$ cat src/rtl/mem_port_arbiter_pkg.sv
// Shared types and helpers for the unified memory-port arbiter.
// The request record is sized by ARB_XLEN; the top's XLEN is expected to match it.
package mem_port_arbiter_pkg;

  localparam int ARB_XLEN    = 32;
  localparam int MEM_WSTRB_W = 4;

  typedef enum logic [1:0] {
    IDLE   = 2'd0,
    BUSY_I = 2'd1,
    BUSY_D = 2'd2
  } arb_state_t;

  typedef struct packed {
    logic                   we;
    logic [ARB_XLEN-1:0]    addr;
    logic [ARB_XLEN-1:0]    wdata;
    logic [MEM_WSTRB_W-1:0] wstrb;
  } mem_req_t;

  // Byte enables only mean something on writes; reads always present zero.
  function automatic logic [MEM_WSTRB_W-1:0] mem_strb(input logic is_write,
                                                      input logic [MEM_WSTRB_W-1:0] strb);
    return is_write ? strb : {MEM_WSTRB_W{1'b0}};
  endfunction

endpackage

$ cat src/rtl/mem_port_arbiter_watchdog.sv
// Per-access watchdog: counts enabled cycles since the last clear and flags
// the cycle in which the count reaches TIMEOUT_CYCLES-1 (never when TIMEOUT_CYCLES is 0).
module mem_arb_watchdog #(
  parameter int TIMEOUT_CYCLES = 64
) (
  input  logic clk,
  input  logic reset,
  input  logic clear,
  input  logic enable,
  output logic timeout
);

  localparam int CNT_W = (TIMEOUT_CYCLES > 1) ? $clog2(TIMEOUT_CYCLES) : 1;
  localparam logic [CNT_W-1:0] LIMIT = (TIMEOUT_CYCLES > 0) ? CNT_W'(TIMEOUT_CYCLES - 1) : '0;
  localparam bit WD_ON = (TIMEOUT_CYCLES != 0);

  logic [CNT_W-1:0] count_r;

  // Cycle counter, saturating at the limit so it never wraps during a long stall
  always_ff @(posedge clk) begin
    if (reset) begin
      count_r <= '0;
    end else if (clear) begin
      count_r <= '0;
    end else if (enable && (count_r != LIMIT)) begin
      count_r <= count_r + 1'b1;
    end else begin
      count_r <= count_r;
    end
  end

  assign timeout = WD_ON && enable && (count_r == LIMIT);

endmodule

$ cat src/rtl/mem_port_arbiter.sv
// Shares one memory port between instruction fetch and data access, data first,
// with a streak limit so a pending fetch is never starved and a watchdog per access.
module mem_port_arbiter
  import mem_port_arbiter_pkg::*;
#(
  parameter int XLEN           = ARB_XLEN,
  parameter int MAX_D_STREAK   = 4,
  parameter int TIMEOUT_CYCLES = 64
) (
  input  logic                   clk,
  input  logic                   reset,
  input  logic                   i_req,
  input  logic [XLEN-1:0]        i_addr,
  output logic [XLEN-1:0]        i_rdata,
  output logic                   i_valid,
  output logic                   i_err,
  output logic                   i_stall,
  input  logic                   d_req,
  input  logic                   d_we,
  input  logic [XLEN-1:0]        d_addr,
  input  logic [XLEN-1:0]        d_wdata,
  input  logic [MEM_WSTRB_W-1:0] d_wstrb,
  output logic [XLEN-1:0]        d_rdata,
  output logic                   d_valid,
  output logic                   d_err,
  output logic                   d_stall,
  output logic                   mem_req,
  output logic                   mem_we,
  output logic [XLEN-1:0]        mem_addr,
  output logic [XLEN-1:0]        mem_wdata,
  output logic [MEM_WSTRB_W-1:0] mem_wstrb,
  input  logic [XLEN-1:0]        mem_rdata,
  input  logic                   mem_ready,
  output logic                   busy
);

  localparam int STREAK_W = $clog2(MAX_D_STREAK + 1);
  localparam logic [STREAK_W-1:0] STREAK_MAX = STREAK_W'(MAX_D_STREAK);

  arb_state_t          state_r, state_next_s;
  logic [STREAK_W-1:0] streak_r, streak_next_s;
  mem_req_t            req_r, req_next_s;
  logic                grant_s, done_s, timeout_s;

  // Grant decision in IDLE, completion/abort detection while busy
  always_comb begin
    state_next_s  = state_r;
    streak_next_s = streak_r;
    req_next_s    = req_r;
    grant_s       = 1'b0;
    done_s        = 1'b0;
    case (state_r)
      IDLE: begin
        if (d_req && !(i_req && (streak_r == STREAK_MAX))) begin
          grant_s      = 1'b1;
          state_next_s = BUSY_D;
          req_next_s   = '{we: d_we, addr: d_addr, wdata: d_wdata, wstrb: mem_strb(d_we, d_wstrb)};
          if (!i_req) begin
            streak_next_s = '0;
          end else if (streak_r != STREAK_MAX) begin
            streak_next_s = streak_r + 1'b1;
          end else begin
            streak_next_s = streak_r;
          end
        end else if (i_req) begin
          grant_s       = 1'b1;
          state_next_s  = BUSY_I;
          req_next_s    = '{we: 1'b0, addr: i_addr, wdata: '0, wstrb: '0};
          streak_next_s = '0;
        end else begin
          state_next_s = IDLE;
        end
      end
      BUSY_I, BUSY_D: begin
        done_s = mem_ready || timeout_s;
        if (done_s) begin
          state_next_s = IDLE;
        end else begin
          state_next_s = state_r;
        end
      end
      default: begin
        state_next_s = IDLE;
      end
    endcase
  end

  // State, streak counter and latched request fields
  always_ff @(posedge clk) begin
    if (reset) begin
      state_r  <= IDLE;
      streak_r <= '0;
      req_r    <= '0;
    end else begin
      state_r  <= state_next_s;
      streak_r <= streak_next_s;
      req_r    <= req_next_s;
    end
  end

  mem_arb_watchdog #(.TIMEOUT_CYCLES(TIMEOUT_CYCLES)) u_watchdog (
    .clk     (clk),
    .reset   (reset),
    .clear   (grant_s),
    .enable  (busy),
    .timeout (timeout_s)
  );

  assign busy      = (state_r != IDLE);
  assign mem_req   = busy;
  assign mem_we    = req_r.we;
  assign mem_addr  = req_r.addr;
  assign mem_wdata = req_r.wdata;
  assign mem_wstrb = req_r.wstrb;

  // A ready memory wins over a same-cycle timeout, so err implies no ready
  assign i_valid = (state_r == BUSY_I) && done_s;
  assign d_valid = (state_r == BUSY_D) && done_s;
  assign i_err   = i_valid && !mem_ready;
  assign d_err   = d_valid && !mem_ready;
  assign i_rdata = ((state_r == BUSY_I) && mem_ready) ? mem_rdata : '0;
  assign d_rdata = ((state_r == BUSY_D) && mem_ready) ? mem_rdata : '0;
  assign i_stall = i_req && !i_valid;
  assign d_stall = d_req && !d_valid;

endmodule

$ cat config.mk
export PLATFORM = sky130hd
export DESIGN_NAME = mem_port_arbiter
export DESIGN_NICKNAME = d
export VERILOG_FILES = /design/src/rtl/mem_port_arbiter_pkg.sv /design/src/rtl/mem_port_arbiter_watchdog.sv /design/src/rtl/mem_port_arbiter.sv
export SDC_FILE = /design/constraint.sdc
export NUM_CORES = 1
export LEC_CHECK = 0
export BUFFER_PORTS_ARGS = -buffer_cell sky130_fd_sc_hd__buf_2
export CAP_MARGIN = 20
export CORE_AREA = 5 5 104 106
export DETAILED_ROUTE_END_ITERATION = 10
export DIE_AREA = 0 0 109 111
export PLACE_DENSITY = 0.77
export SETUP_SLACK_MARGIN = 0.15
export SLEW_MARGIN = 20
export SYNTH_ARGS = -nofsm -noshare
export SYNTH_HDL_FRONTEND = slang
export SYNTH_SLANG_ARGS = --single-unit
$ cat constraint.sdc
create_clock -name clk -period 2.5 [get_ports clk]
set_input_delay 0.125 -clock clk [delete_from_list [all_inputs] [get_ports clk]]
set_output_delay 0.125 -clock clk [all_outputs]
set_load 0.01 [all_outputs]
=== Yosys cells after proc, flatten, opt, wreduce, memory -nomap -nowiden ===
Index checks and enable logic that the tools add are counted.
W data, S select, Z words.

* Flip-flop bits (word level): 80
* Bits of input ports: 138
* Logic and storage cells: 58
* Output and inout bits: 141

* Mux-type cells: 17
* Reductions and logical operators: 24
* Equal/unequal tests: 8
* $add $sub $neg: 2

{| class="wikitable"
|+ Operators by type and width
! kind !! count
|-
| $mux W69 || 2
|-
| $mux W32 || 2
|-
| $logic_and A1 B1 Y1 || 12
|-
| $mux W3 || 4
|-
| $add A6 B1 Y6 const B || 1
|-
| $eq A6 B6 Y1 const B || 1
|-
| $ne A6 B6 Y1 const B || 1
|-
| $mux W1 || 5
|-
| $logic_not A1 Y1 || 4
|-
| $mux W2 || 2
|-
| $mux W4 || 1
|-
| $pmux W2 S2 || 1
|-
| $reduce_bool A2 Y1 || 2
|-
| $reduce_or A2 Y1 || 2
|-
| $add A3 B1 Y3 const B || 1
|-
| $eq A3 B3 Y1 const B || 1
|-
| $ne A3 B2 Y1 const B || 1
|-
| $ne A3 B3 Y1 const B || 1
|-
| $reduce_and A3 Y1 || 1
|-
| $eq A2 B1 Y1 const B || 1
|-
| $eq A2 B2 Y1 const B || 1
|-
| $logic_not A2 Y1 || 1
|-
| $ne A2 B2 Y1 const B || 1
|-
| $reduce_and A2 Y1 || 1
|-
| $logic_or A1 B1 Y1 || 1
|}

=== Depth between registers and ports, before layout ===
* Depth in word-level cells: 7
* Gate-level depth with buffers: 8
* Depth with buffers taken out: 5

=== Modules after synthesis ===
Synthesis repeated with hierarchy kept, for this count alone.

* Cell total of the unflattened synthesis: 518
* Area, all modules: 4130.2 um^2

{| class="wikitable"
|+ Modules (own cells, without submodules)
! module !! cells an instance !! area each (um^2) !! times used
|-
| mem_port_arbiter || 485 || 3824.9 || 1
|-
| mem_arb_watchdog || 33 || 305.3 || 1
|}

=== Worst setup path after synthesis ===
OpenSTA, ideal clock, no wires.

* Kind: register -> register
* Start: reg streak_r[0]
* End: reg req_r (netlist bit mem_wdata[0])
* Arrival time: 1.472 ns
* Data required time: 2.441 ns
* Stages on the path, launching flop included: 9
* Setup time: 0.059 ns
* Setup slack: 0.970 ns
* Cells stage by stage: dfxtp_1 -> inv_1 -> ha_1 -> and3_1 -> buf_2 -> nor4_2 -> buf_4 -> buf_6 -> a22o_1

* Longest elaborated chain between the ends: 6

{| class="wikitable"
|+ RTL lines
! item !! line !! text
|-
| start: declaration || mem_port_arbiter.sv:41 || <nowiki>logic [STREAK_W-1:0] streak_r, streak_next_s;</nowiki>
|-
| start signal: assignment || mem_port_arbiter.sv:96 || <nowiki>streak_r <= streak_next_s;</nowiki>
|-
| $eq A3 B3 Y1 (*) || mem_port_arbiter.sv:54 || <nowiki>if (d_req && !(i_req && (streak_r == STREAK_MAX))) begin</nowiki>
|-
| $logic_and A1 B1 Y1 (*) || mem_port_arbiter.sv:54 ||
|-
| $logic_not A1 Y1 (*) || mem_port_arbiter.sv:54 ||
|-
| $logic_and A1 B1 Y1 (*) || mem_port_arbiter.sv:54 ||
|-
| $reduce_bool A2 Y1 (no source line) || -- ||
|-
| $reduce_and A2 Y1 (no source line) || -- ||
|-
| end signal: assignment || mem_port_arbiter.sv:97 || <nowiki>req_r <= req_next_s;</nowiki>
|-
| end: declaration || mem_port_arbiter.sv:42 || <nowiki>mem_req_t req_r, req_next_s;</nowiki>
|}

Mark *: on every way between the ends. The rest lies on a longest branch, timed or not.
A chain may end at the register's enable or synchronous reset.

=== Final worst setup path ===
* Start: reg state_r[1]
* End: out i_rdata[19]

* Longest elaborated chain between the ends: 3

{| class="wikitable"
|+ RTL lines
! item !! line !! text
|-
| start: declaration || mem_port_arbiter.sv:40 || <nowiki>arb_state_t state_r, state_next_s;</nowiki>
|-
| start signal: assignment || mem_port_arbiter.sv:95 || <nowiki>state_r <= state_next_s;</nowiki>
|-
| $eq A2 B1 Y1 || mem_port_arbiter.sv:121 || <nowiki>assign i_rdata = ((state_r == BUSY_I) && mem_ready) ? mem_rdata : '0;</nowiki>
|-
| $logic_and A1 B1 Y1 || mem_port_arbiter.sv:121 ||
|-
| $mux W32 || mem_port_arbiter.sv:121 ||
|-
| end: declaration || mem_port_arbiter.sv:14 || <nowiki>output logic [XLEN-1:0] i_rdata,</nowiki>
|}

Every way passes these cells.

==> qor.txt <==
ANT nets after route = 0
Post-synth top cells = dfxtp_1 (80), and3_1 (70), o21ai_0 (64)
Synth Register Bits = 80
Crit start category = register
Mean Syn Cell Area = 8.683 µm²
Ys flop type = dfxtp_1
Final worst setup slack = 345.7 ps
Final Hold Vio Count = 0
Die Y-Extent = 111 µm
Area growth syn-to-layout = 51.01%
Critical R2R Launch = state_r[1]
Post-Syn Instances = 430
Maxcap violations = 0
Power Internal = 2.213 mW
CTS clk-pin slew, worst paths = 90 ps
Slew margin rel. = 34.43%
CTS Buf Count = 9
Filler cells = 840
Port bufs = 278
Worst hold path startpoint = d_wdata[28]
Final setup TNS = 0 ps
Peak Freq = 464.2 MHz
Clock Latency Late Sink = 340 ps
CP Cell Sequence = inv_1 -> ha_1 -> and3_1 -> buf_2
Die ar. = 12100 µm²
Power share of the clock group = 32.2%
CP Max Fanout = 35
Critical path endpoint category = output port
Setup CP Type = reg2out
Mapped Nets = 574
Max Slew Vio Count = 0
RSZ-0062 raised after global routing = false
Crit-path max cell delay = 810 ps
Share of layout cells above drive strength 1 = 43.12%
DR vias = 4476
Sw Share = 29.16%
Root buffer cell = clkbuf_8
Setup violators final = 0
WL/cell = 16.86 µm
Placer Congestion = 0.8981
Initial antenna violation count = 1
Synth cell types = 41
Pre-antenna DRT Iters = 5
Logic pwr share = 21.9%
Switch Pwr = 0.9110 mW
Die X = 109 µm
Sequential share of power = 45.8%
Hold/Removal Path Class = in2reg
Final Skew = 10.09 ps
Ys Warns = 0
Final period util = 86.17%
Starting DRT DRC Count = 380
WP data arrival = 2030 ps
Residual overflow from global routing = 0
Critical Path RT = 2380 ps
Share of the synthesized area in the top cell type = 42.90%
Max clock buf depth = 2
Mapped cell area = 3734 µm²
Final WL = 14260 µm
Initial Util = 38.55%
Peak supply drop = 0.2784 mV
Worst setup path startpoint = state_r[1]
Most frequent cell after synthesis = dfxtp_1
Post-synth top area cell = dfxtp_1
Core footprint = 9684 µm²
Ranking of synthesized cells by area = dfxtp_1 (43%), and3_1 (12%), o21ai_0 (8.6%), a22o_1 (7.7%), a31oi_1 (5.7%)
Util after Layout = 58.22%
Largest net degree at the start of global routing = 67
Worst Tran Pin Value = 983.5 ps
# Post-CTS Setup Buffers = 0
Post-route DRC = 0
Vias per inst = 5.291
CTS tree = done
Status = finished clean
Total Routing Usage GR = 22.01%
First-pass GRT wire length = 21700 µm
Post-synthesis sequential area ratio = 42.90%
Dpl hpwl = 10060 µm
Number of global-route vias before repair = 4239
Post-synth EDFFs = 0
Row count = 36
Critical path's slowest cell = ha_1
Async SR Flop Fraction = 0%
Post-route minimum period = 2154 ps
Final nets = 851
Htree depth = 3
Leakage power total = 3.103 nW
Pwr/cell area = 554.2 nW/µm²
Worst slack, placed = 643.8 ps
Top-level port count = 279
Clock Sinks = 80
==> sequential cells by signal, summed over array words and instances (netlist names) <==
name / count
mem_addr: 32
mem_wstrb: 4
u_watchdog.count_r: 6
mem_wdata: 32
state_r: 2
streak_r: 3
mem_we: 1
==> cell type report <==
type / count / area (µm²) / share of cell area [%]
Inverter: 8 / 30.03 / 0.5326
Timing Repair Buffer: 314 / 1744 / 30.94
Clock buffer: 11 / 151.4 / 2.685
Tap cell: 133 / 166.4 / 2.952
Multi-Input combinational cell: 294 / 1879 / 33.33
Sequential cell: 80 / 1602 / 28.41
Clock inverter: 5 / 62.56 / 1.110
Antenna cell: 1 / 2.502 / 0.04439
==> power groups by stage <==
| stage | sequential (mW) | combinational (mW) | clock, mW |
|---|---|---|---|
| 2_1_floorplan | 1.50 | 0.301 | 0 |
| 3_3_place_gp | 1.46 | 0.628 | 0 |
| 3_5_place_dp | 1.46 | 0.646 | 0 |
| 4_1_cts | 1.43 | 0.681 | 1.04 |
| 5_1_grt | 1.44 | 0.748 | 1.09 |
| 6_report | 1.43 | 0.685 | 1.01 |
==> path summary, 6_finish.rpt <==
kind | endpoint | slack (ps) | cells past startpoint
max | i_rdata[19] | 350 | 4
min | mem_wdata[28] | 20 | 2
max reg2reg | mem_wdata[20] | 610 | 6
min reg2reg | mem_wstrb[2] | 470 | 1
==> placed cells by master (no fill, tap or decap), drive strengths merged, types with 2 or more instances in the layout <==
| cell type | count |
|---|---|
| nand4 | 2 |
| buf | 286 |
| o21a | 3 |
| nand3 | 38 |
| clkinvlp | 2 |
| ha | 6 |
| nand3b | 2 |
| a22o | 33 |
| o211ai | 2 |
| mux2i | 4 |
| clkbuf | 11 |
| dfxtp | 80 |
| a32o | 4 |
| a31oi | 34 |
| or3 | 2 |
| nor2 | 4 |
| nor4 | 2 |
| inv | 10 |
| dlygate4sd3 | 28 |
| and3 | 70 |
| nand2 | 5 |
| and2 | 2 |
| a21oi | 6 |
| o21ai | 65 |
==> critical path, delay by kind of cell, from the launching register on <==
kind / cells / cell delay, ps
fa+ha+maj: 1 / 810
simple gates: 1 / 300
flops: 1 / 320
buf+inv: 2 / 240
==> metrics by stage <==
stage          instance area [µm²]  instances  hold WS, ps  total power, mW
3_5_place_dp                  5141        801        338.9            2.103
2_1_floorplan                 3734        430        250.5            1.803
5_1_grt                       5638        846        11.31            3.282
3_3_place_gp                  5141        801        335.5            2.086
6_report                      5638        846        23.62            3.124
4_1_cts                       5625        844       0.4668            3.150
==> cells by family after synthesis <==
group | after synthesis | synth area share (%)
buf+inv | 56 | 7.004
fa+ha+maj | 6 | 2.011
flops | 80 | 42.90
compound gates | 150 | 25.77
simple gates | 133 | 20.95
mux | 5 | 1.374
==> per-layer routing <==
layer  global-route usage (%)  vias up  part of all wire (%)
li1                         -     2165                     -
met1                    26.99     2090                    40
met2                    36.24      193                    48
met3                    5.591       28                   8.7
met4                    9.007        0                   2.5
met5                        0        -                     0
==> what timing repair did <==
action | 4_1_cts | 5_1_grt
hold buffers | 27 | 1
gates resized for setup | 0 | 0
hold endpoints to repair | 27 | 1
Power figures use the tool's default switching activity.
